===== config.mk =====
export PLATFORM = sky130hd
export DESIGN_NAME = fp_addsub_gen
export DESIGN_NICKNAME = d
export VERILOG_FILES = /design/src/rtl/fp_addsub_gen.sv
export SDC_FILE = /design/constraint.sdc
export NUM_CORES = 1
export LEC_CHECK = 0
export BUFFER_PORTS_ARGS = -buffer_cell sky130_fd_sc_hd__buf_4
export CORE_ASPECT_RATIO = 0.8
export CORE_MARGIN = 1.5
export CORE_UTILIZATION = 40
export CTS_BUF_LIST = sky130_fd_sc_hd__clkbuf_4 sky130_fd_sc_hd__clkbuf_8
export CTS_CLUSTER_DIAMETER = 50
export CTS_CLUSTER_SIZE = 20
export DETAILED_ROUTE_END_ITERATION = 10
export SLEW_MARGIN = 25
export SYNTH_ARGS = -nofsm -noshare
export SYNTH_HDL_FRONTEND = slang
export SYNTH_SLANG_ARGS = --single-unit

===== constraint.sdc =====
create_clock -name clk -period 7.05 [get_ports clk]
set_clock_uncertainty 0.15 [all_clocks]
set_input_delay 1.0575 -clock clk [delete_from_list [all_inputs] [get_ports clk]]
set_output_delay 1.0575 -clock clk [all_outputs]
set_load 0.005 [all_outputs]

===== src/rtl/fp_addsub_gen.sv =====
// Multi-cycle floating-point adder/subtractor: unpack, align, add, normalise, round, hold result.
// Define FP_ADDSUB_SUBNORMAL_EN for gradual underflow; otherwise subnormals flush to zero.
module fp_addsub_gen #(
  parameter int unsigned EXP_W = 8,
  parameter int unsigned MAN_W = 23
) (
  input  logic                       clk,
  input  logic                       rst,
  input  logic                       in_valid,
  output logic                       in_ready,
  input  logic                       op_sub,
  input  logic [EXP_W+MAN_W:0]       in_a,
  input  logic [EXP_W+MAN_W:0]       in_b,
  output logic                       out_valid,
  input  logic                       out_ready,
  output logic [EXP_W+MAN_W:0]       out_z,
  output logic                       overflow,
  output logic                       underflow,
  output logic                       invalid,
  output logic                       inexact
);
  localparam int unsigned W  = 1 + EXP_W + MAN_W;
  localparam int unsigned MW = MAN_W + 4;   // hidden + fraction + guard/round/sticky
  localparam int unsigned XW = EXP_W + 1;   // exponent with headroom for overflow detection
  localparam int unsigned DW = EXP_W + 7;   // wide enough to compare against MW

  typedef enum logic [2:0] {IDLE, UNPACK, ALIGN, ADD, NORM, ROUND, OUT} state_t;
  state_t state, state_next;

  logic [W-1:0]  a_q, b_q;
  logic          sub_q, sa_q, sb_q, zsign_q, zero_q, ftz_q;
  logic [XW-1:0] ea_q, eb_q;
  logic [MW-1:0] ma_q, mb_q;
  logic [MW:0]   sum_q;

  // Returns {flushed_nonzero, exponent, mantissa with GRS}.
  function automatic logic [XW+MW:0] unpack(input logic [W-1:0] x);
    logic [EXP_W-1:0] e;
    logic [MAN_W-1:0] f;
    e = x[W-2:MAN_W];
    f = x[MAN_W-1:0];
    if (e != '0) unpack = {1'b0, XW'(e), 1'b1, f, 3'b000};
`ifdef FP_ADDSUB_SUBNORMAL_EN
    else unpack = {1'b0, XW'(1), 1'b0, f, 3'b000};
`else
    else unpack = {|f, XW'(1), MW'(0)};
`endif
  endfunction

  logic [XW+MW:0] ua, ub;
  logic           sbe, a_nan, b_nan, a_inf, b_inf, special;
  logic [W-1:0]   z_sp, z_rnd, z_next;
  logic [3:0]     fl_sp, fl_rnd, fl_next;   // {overflow, underflow, invalid, inexact}
  logic           a_big, big_s, sml_s;
  logic [XW-1:0]  big_e, sml_e, norm_e, re;
  logic [MW-1:0]  big_m, sml_m, sml_al, norm_m;
  logic [DW-1:0]  diff, ash, lz, limit, nsh;
  logic [MW:0]    sum;
  logic [MAN_W+1:0] rnd;
  logic [MAN_W:0] rm;
  logic           inx, load_out;

  // Datapath combinational logic for every stage.
  always_comb begin
    ua = unpack(a_q);
    ub = unpack(b_q);
    sbe   = b_q[W-1] ^ sub_q;
    a_nan = (&a_q[W-2:MAN_W]) && (|a_q[MAN_W-1:0]);
    b_nan = (&b_q[W-2:MAN_W]) && (|b_q[MAN_W-1:0]);
    a_inf = (&a_q[W-2:MAN_W]) && !(|a_q[MAN_W-1:0]);
    b_inf = (&b_q[W-2:MAN_W]) && !(|b_q[MAN_W-1:0]);
    special = a_nan || b_nan || a_inf || b_inf;
    fl_sp = 4'b0000;
    if (a_nan || b_nan || (a_inf && b_inf && (a_q[W-1] != sbe))) begin
      z_sp  = {1'b0, {EXP_W{1'b1}}, 1'b1, (MAN_W-1)'(0)};
      fl_sp = 4'b0010;
    end else if (a_inf) z_sp = {a_q[W-1], {EXP_W{1'b1}}, MAN_W'(0)};
    else                z_sp = {sbe, {EXP_W{1'b1}}, MAN_W'(0)};

    // Alignment: larger magnitude first, shift the other right with sticky.
    a_big = (ea_q > eb_q) || ((ea_q == eb_q) && (ma_q >= mb_q));
    big_e = a_big ? ea_q : eb_q;
    sml_e = a_big ? eb_q : ea_q;
    big_m = a_big ? ma_q : mb_q;
    sml_m = a_big ? mb_q : ma_q;
    big_s = a_big ? sa_q : sb_q;
    sml_s = a_big ? sb_q : sa_q;
    diff  = DW'(big_e) - DW'(sml_e);
    ash   = (diff > DW'(MW - 1)) ? DW'(MW - 1) : diff;
    sml_al = (sml_m >> ash) | MW'(|(sml_m & ~({MW{1'b1}} << ash)));

    sum = (sa_q ^ sb_q) ? ({1'b0, ma_q} - {1'b0, mb_q}) : ({1'b0, ma_q} + {1'b0, mb_q});

    // Normalisation: carry-out right shift, else leading-zero left shift clamped at exponent 1.
    lz = DW'(MW);
    for (int i = 0; i < MW; i++) if (sum_q[i]) lz = DW'(MW - 1 - i);
    limit = DW'(ea_q) - DW'(1);
    nsh   = (lz < limit) ? lz : limit;
    if (sum_q[MW]) begin
      norm_m = {sum_q[MW:2], sum_q[1] | sum_q[0]};
      norm_e = ea_q + XW'(1);
    end else begin
      norm_m = sum_q[MW-1:0] << nsh;
      norm_e = ea_q - XW'(nsh);
    end

    // Round to nearest even, then encode.
    inx = |ma_q[2:0];
    rnd = {1'b0, ma_q[MW-1:3]} + (MAN_W+2)'(ma_q[2] & (ma_q[1] | ma_q[0] | ma_q[3]));
    rm  = rnd[MAN_W+1] ? rnd[MAN_W+1:1] : rnd[MAN_W:0];
    re  = rnd[MAN_W+1] ? (ea_q + XW'(1)) : ea_q;
    if (zero_q) begin
      z_rnd  = {zsign_q, (W-1)'(0)};
      fl_rnd = {1'b0, ftz_q, 1'b0, ftz_q};
    end else if (re >= XW'({EXP_W{1'b1}})) begin
      z_rnd  = {sa_q, {EXP_W{1'b1}}, MAN_W'(0)};
      fl_rnd = 4'b1001;
    end else if (!rm[MAN_W]) begin
`ifdef FP_ADDSUB_SUBNORMAL_EN
      z_rnd  = {sa_q, EXP_W'(0), rm[MAN_W-1:0]};
      fl_rnd = {1'b0, inx, 1'b0, inx};
`else
      z_rnd  = {sa_q, (W-1)'(0)};
      fl_rnd = 4'b0101;
`endif
    end else begin
      z_rnd  = {sa_q, re[EXP_W-1:0], rm[MAN_W-1:0]};
      fl_rnd = {1'b0, ftz_q, 1'b0, inx | ftz_q};
    end
  end

  always_ff @(posedge clk) begin
    if (rst) state <= IDLE;
    else     state <= state_next;
  end

  always_comb begin
    state_next = state;
    load_out   = 1'b0;
    z_next     = z_rnd;
    fl_next    = fl_rnd;
    case (state)
      IDLE:   if (in_valid && in_ready) state_next = UNPACK;
      UNPACK: begin
        if (special) begin
          state_next = OUT;
          load_out   = 1'b1;
          z_next     = z_sp;
          fl_next    = fl_sp;
        end else state_next = ALIGN;
      end
      ALIGN:  state_next = ADD;
      ADD:    state_next = NORM;
      NORM:   state_next = ROUND;
      ROUND: begin
        state_next = OUT;
        load_out   = 1'b1;
      end
      OUT:     if (out_valid && out_ready) state_next = IDLE;
      default: state_next = IDLE;
    endcase
  end

  // Stage registers; contents are don't-care outside an operation.
  always_ff @(posedge clk) begin
    case (state)
      IDLE: if (in_valid && in_ready) begin
        a_q   <= in_a;
        b_q   <= in_b;
        sub_q <= op_sub;
      end
      UNPACK: begin
        sa_q  <= a_q[W-1];
        sb_q  <= sbe;
        ea_q  <= ua[XW+MW-1:MW];
        ma_q  <= ua[MW-1:0];
        eb_q  <= ub[XW+MW-1:MW];
        mb_q  <= ub[MW-1:0];
        ftz_q <= ua[XW+MW] | ub[XW+MW];
      end
      ALIGN: begin
        sa_q <= big_s;
        sb_q <= sml_s;
        ea_q <= big_e;
        ma_q <= big_m;
        mb_q <= sml_al;
      end
      ADD: begin
        sum_q   <= sum;
        zsign_q <= sa_q & sb_q;
      end
      NORM: begin
        ma_q   <= norm_m;
        ea_q   <= norm_e;
        zero_q <= (sum_q == '0);
      end
      default: ;
    endcase
  end

  always_ff @(posedge clk) begin
    if (rst) begin
      out_valid <= 1'b0;
      in_ready  <= 1'b1;
      out_z     <= '0;
      {overflow, underflow, invalid, inexact} <= 4'b0000;
    end else begin
      out_valid <= (state == OUT) && !(out_valid && out_ready);
      in_ready  <= (state_next == IDLE);
      if (load_out) begin
        out_z <= z_next;
        {overflow, underflow, invalid, inexact} <= fl_next;
      end
    end
  end
endmodule


==> metrics, run 1 <==
outcome=finished clean; largest net degree at the start of global routing=60; diodes inserted=0; Setup violations, final=0; GPL Wtd Cong=1.02; wire per inst=24.8 um; area delta synth->final=14.9%; GRT overflow=0; drt pass-1 iters=8; Post-DRT Antenna Nets=0; vias in the first global route=14.2k; pins over their slew limit=0; CTS Buf Count=28; Hold Crit Class=reg -> reg; power share of the sequential group=0.223; Main synth FF type=edfxtp_1; unrepaired setup endpoints after global routing=no; Avg Inst Size Synth=8.69 um2; vias=15.6k; # resized after CTS=0; num rows=65; Final HPWL DP=49400 um; synthesized cell area=16300 um2; hold_buf cts=0; crit path max fanout=7; Area contributors post-synth=edfxtp_1, mux2i_1, ha_1; final cycle utilization of the critical path=0.958; most frequent cell after synthesis=nand2_1; Yosys reg bits=210; DR DRC count=0; Power Density=528 nW/um2; final hold vios=0; Net Switching=5.24 mW; Die X-Extent=229 um; Sw Share=0.530; Setup Fix Bufs, Post-CTS=0; # IOs=107; minimum clock period=6.75 ns; EDFF count, synth=169; die height=184 um; Worst VDD drop=0.000230 V; Distinct cells, synth=89; crit end category=flop; Crit Path Class=reg -> reg; Pleak=7.47 nW; asr flop ratio synth=0; Internal=4.64 mW; Crit path largest cell delay=0.57 ns; count of input and output buffers=106; startpoint types=flop; Post-layout nets=2134; worst slew pin tran=1.04 ns; Clock Latency Late Sink=0.66 ns; final WL=63000 um; Layout fillers=3833; clock power share=0.108; CTS tree=built; total global-route track usage=0.292; Post-Syn Instances=1875; initial antenna violation count=3; setup tns final=0 ns; Critical Path RT=7.20 ns; Worst slew margin=0.297; htree depth=1; largest area contributor in the netlist=edfxtp_1; hold slack=0.305 ns; core area=39800 um2; Vias per Instance=6.15; Synth Warn #=0; full die area=42000 um2; Comb pwr share=0.669; Iter 0 DRT Violations=1946; Sinks on Clock Net=210; clk slew on worst S/H paths=0.08 ns; max cap viols=0; fmax=0.148 GHz; Critical-path top delay cell=or3_1; sequential share of the synthesized area=0.362; Initial Util=0.410; Critical Path AT=6.90 ns; Max Buffers Root-to-Sink=3; global-route wire length before repair=92600 um; top post-synthesis cells by count=nand2_1, nor2_1, a21oi_1; layout cells sized above 1=0.150; post-synth top area share=0.311; CTS root buffer=clkbuf_8
-- metrics by stage --
stage	instances	setup slack (ns)	area (um2)	power (mW)	utilization
floorplan	1876	1.03	16300	6.40	-
global placement	2490	0.124	18000	8.60	0.453
detailed placement	2490	0.152	18000	8.59	0.454
CTS	2541	0.147	18700	9.68	0.470
global route	2541	0.0233	18700	10.4	0.471
finish	2541	0.299	18700	9.88	0.471
-- worst max-delay path, delay by kind of cell, from the launching register on --
family,cells,cell delay (ns)
AO/OA/AOI/OAI,12,3.04
flip-flops,1,0.44
buffers and inverters,1,0.09
adder cells (fa/ha/maj),3,0.84
AND/OR/NAND/NOR,9,1.89
-- layout by cell type (no fill, tap or decap), drive strengths merged, types with 7 or more instances in the layout --
cell     count
o41ai       10
nand2      191
nor3        49
a22o         7
edfxtp     169
xnor2       47
and2        13
o21a        15
o21ai      128
buf        194
o211ai      10
dfxtp       41
a31oi       20
clkbuf      29
and3        16
mux2i      117
a21boi       9
nand4       21
nand2b      21
or3          7
o22ai       17
nand3       35
a21oi      171
xor2        25
a2111oi      8
a22oi       36
mux2        18
ha          78
nor2       187
o21bai      17
a21o        19
inv        105
nor2b       16
clkinv       8
nor4        25
a211oi      18
o221ai      10
a222oi      13
-- state kept, by name (all words and copies together), names as in the netlist --
name and flops:
in_ready 1, out_z 32, eb_q 8, ea_q 9, sum_q 28, sub_q 1
b_q 32, underflow 1, sb_q 1, mb_q 27, inexact 1, invalid 1
zero_q 1, ftz_q 1, out_valid 1, overflow 1, state 3, sa_q 1
ma_q 27, zsign_q 1, a_q 32
-- cell type report --
| class | instances | area [um2] | area share |
|---|---|---|---|
| multi-input combinational | 1458 | 9680 | 0.517 |
| sequential | 210 | 5900 | 0.315 |
| timing repair buffer | 194 | 1480 | 0.0791 |
| tap | 536 | 671 | 0.0358 |
| clock buffer | 29 | 399 | 0.0213 |
| inverter | 92 | 345 | 0.0185 |
| clock inverter | 22 | 248 | 0.0132 |
-- per-layer routing --
layer,part of all wire,GRT usage
met1,0.45,0.432
met2,0.41,0.425
met3,0.11,0.0672
met4,0.025,0.0739
met5,0.00013,0
-- power groups by stage --
stage / clock network (mW) / registers (mW) / logic [mW]
floorplan: 0 / 2.15 / 4.26
global placement: 0 / 2.21 / 6.40
detailed placement: 0 / 2.21 / 6.37
CTS: 1.09 / 2.19 / 6.41
global route: 1.14 / 2.23 / 7.08
finish: 1.07 / 2.20 / 6.62
-- cells by family (layout without fill, tap and decap cells) --
logic type,count (synthesis),in the layout,synth area share
simple gates,601,601,0.170
compound gates,565,565,0.227
flops,210,210,0.362
buf+inv,208,337,0.0505
mux,137,137,0.0871
fa+ha+maj,81,81,0.0636
xor+xnor,72,72,0.0392
other cells,1,2,0.000230
-- path summary, 6_finish.rpt --
| check | to | from | cells past startpoint | slack, ns |
|---|---|---|---|---|
| worst max-delay path | mb_q[0]$_SDFFCE_PN0P_ | ma_q[0]$_DFFE_PP_ | 25 | 0.30 |
| worst min-delay path | out_z[7]$_SDFFE_PP0P_ | out_z[7]$_SDFFE_PP0P_ | 2 | 0.31 |
| worst max register to register | mb_q[0]$_SDFFCE_PN0P_ | ma_q[0]$_DFFE_PP_ | 25 | 0.30 |
| worst min register to register | out_z[7]$_SDFFE_PP0P_ | out_z[7]$_SDFFE_PP0P_ | 2 | 0.31 |
Note: power is estimated with default switching activity, not from simulation.
==> inputs of run 2 (changes only) <==
--- a/config.mk
+++ b/config.mk
@@ -7,8 +7,7 @@
 export LEC_CHECK = 0
 export BUFFER_PORTS_ARGS = -buffer_cell sky130_fd_sc_hd__buf_4
 export CORE_ASPECT_RATIO = 0.8
-export CORE_MARGIN = 1.5
-export CORE_UTILIZATION = 40
+export CORE_UTILIZATION = 47
 export CTS_BUF_LIST = sky130_fd_sc_hd__clkbuf_4 sky130_fd_sc_hd__clkbuf_8
 export CTS_CLUSTER_DIAMETER = 50
 export CTS_CLUSTER_SIZE = 20
==> metrics, run 2 (synthesized netlist as in run 1, its figures left out) <==
Sinks on Clock Net=210 (unchanged); global-route wire length before repair=94300 um (was 92600 um); # resized after CTS=0 (unchanged); full die area=35400 um2 (was 42000 um2); Initial Util=0.481 (was 0.410); end of the worst register-to-register path=mb_q[1]$_SDFFCE_PN0P_ (was mb_q[0]$_SDFFCE_PN0P_); total global-route track usage=0.360 (was 0.292); setup slack, reg-to-reg=0.24 ns (was 0.30 ns); core area=33900 um2 (was 39800 um2); worst path bufs/invs=2 (was 1); R2R cell count=26 (was 25); hold path depth=2 (unchanged); outcome=finished clean (unchanged); initial antenna violation count=5 (was 3); final hold vios=0 (unchanged); minimum clock period=6.81 ns (was 6.75 ns); drt pass-1 iters=5 (was 8); CTS root buffer=clkbuf_8 (unchanged); Crit path largest cell delay=0.60 ns (was 0.57 ns); Vias per Instance=6.41 (was 6.15); hold_buf cts=0 (unchanged); htree depth=1 (unchanged); Worst slew margin=0.323 (was 0.297); Setup Fix Bufs, Post-CTS=0 (unchanged); Post-layout nets=2131 (was 2134); wire per inst=26.3 um (was 24.8 um); hold slack=0.310 ns (was 0.305 ns); family with the most delay on the worst path=compound AO/OA/AOI/OAI gates (unchanged); vias=15.8k (was 15.6k); top flop regs=a_q x32, b_q x32, out_z x32 (unchanged); # IOs=107 (unchanged); clk slew on worst S/H paths=0.11 ns (was 0.08 ns); layout cells sized above 1=0.146 (was 0.150); Die X-Extent=210 um (was 229 um); CTS tree=built (unchanged); Hold Crit Class=reg -> reg (unchanged); Critical Path AT=6.98 ns (was 6.90 ns); most frequent cells in the layout=buf_4, nand2_1, nor2_1 (unchanged); startpoint types=flop (unchanged); crit end category=flop (unchanged); Final HPWL DP=51300 um (was 49400 um); final WL=64900 um (was 63000 um); Max Buffers Root-to-Sink=3 (unchanged); Pleak=7.45 nW (was 7.47 nW); Critical Path RT=7.21 ns (was 7.20 ns); CTS Buf Count=24 (was 28); GRT overflow=0 (unchanged); Post-DRT Antenna Nets=0 (unchanged); largest net degree at the start of global routing=66 (was 60); GPL Wtd Cong=1.04 (was 1.02); Critical-path top delay cell=or4_1 (was or3_1); Setup violations, final=0 (unchanged); worst slew pin tran=1.00 ns (was 1.04 ns); crit path max fanout=37 (was 7); overall power=9.87 mW (was 9.88 mW); max cap viols=0 (unchanged); area delta synth->final=14.2% (was 14.9%); pins over their slew limit=0 (unchanged); final cycle utilization of the critical path=0.967 (was 0.958); Hold EP=underflow$_SDFFE_PP0P_ (was out_z[7]$_SDFFE_PP0P_); setup tns final=0 ns (unchanged); count of input and output buffers=106 (unchanged); Power Density=530 nW/um2 (was 528 nW/um2); vias in the first global route=14.3k (was 14.2k); r2r startpoint=ma_q[0]$_DFFE_PP_ (unchanged); Clock Latency Late Sink=0.62 ns (was 0.66 ns); Iter 0 DRT Violations=2082 (was 1946); num rows=60 (was 65); Levels on crit path=26 (was 25); Crit Path Class=reg -> reg (unchanged); Hold Crit Start=underflow$_SDFFE_PP0P_ (was out_z[7]$_SDFFE_PP0P_); Worst VDD drop=0.000215 V (was 0.000230 V); DR DRC count=0 (unchanged); fmax=0.147 GHz (was 0.148 GHz); die height=169 um (was 184 um); most common cell after layout, fill and taps aside=buf_4 (unchanged)
==> run 2: area by class of cell <==
type	count	area, um2
fill	3140	15200
multi-input combinational	1458	9680
sequential	210	5900
timing repair buffer	195	1500
tap	465	582
inverter	92	345
clock buffer	25	344
clock inverter	19	258
antenna	2	5.00
==> run 2: metrics by stage <==
step                utilization  instances  cell area [um2]  setup slack (ns)
detailed placement        0.531       2420            18000             0.331
floorplan                     -       1876            16300              1.03
global route              0.550       2464            18600           -0.0313
finish                    0.550       2466            18600             0.236
CTS                       0.549       2464            18600             0.311
global placement          0.531       2420            18000            0.0604
==> run 2: worst max-delay path by stage <==
stage                      start               endpoint  slack [ns]
5_1_grt        ma_q[0]$_DFFE_PP_  mb_q[2]$_SDFFCE_PN0P_       -0.03
6_report       ma_q[0]$_DFFE_PP_  mb_q[1]$_SDFFCE_PN0P_        0.24
3_3_place_gp   ma_q[0]$_DFFE_PP_      mb_q[6]$_DFFE_PP_        0.06
4_1_cts        mb_q[3]$_DFFE_PP_     mb_q[13]$_DFFE_PP_        0.31
2_1_floorplan  ea_q[0]$_DFFE_PP_      mb_q[7]$_DFFE_PP_        1.03
3_5_place_dp   mb_q[3]$_DFFE_PP_     mb_q[13]$_DFFE_PP_        0.33
==> run 2: power breakdown <==
part	switching (mW)	total, mW	leakage (nW)	internal [mW]
Clock	0.590	1.02	0.302	0.432
Combinational	4.27	6.59	5.25	2.32
Sequential	0.370	2.25	1.90	1.88
Total	5.23	9.87	7.45	4.64
==> run 2: worst min-delay path, delay by kind of cell (launching register included) <==
family / cells / cell delay [ns]
compound gates: 1 / 0.05
simple gates: 1 / 0.05
flops: 1 / 0.32
==> run 2: routing by layer <==
layer	share of wire	GRT usage	vias to the layer above
met1	0.44	0.540	7475
met5	0.00043	0	-
li1	-	-	7168
met3	0.15	0.123	122
met2	0.39	0.490	1040
met4	0.025	0.0825	4
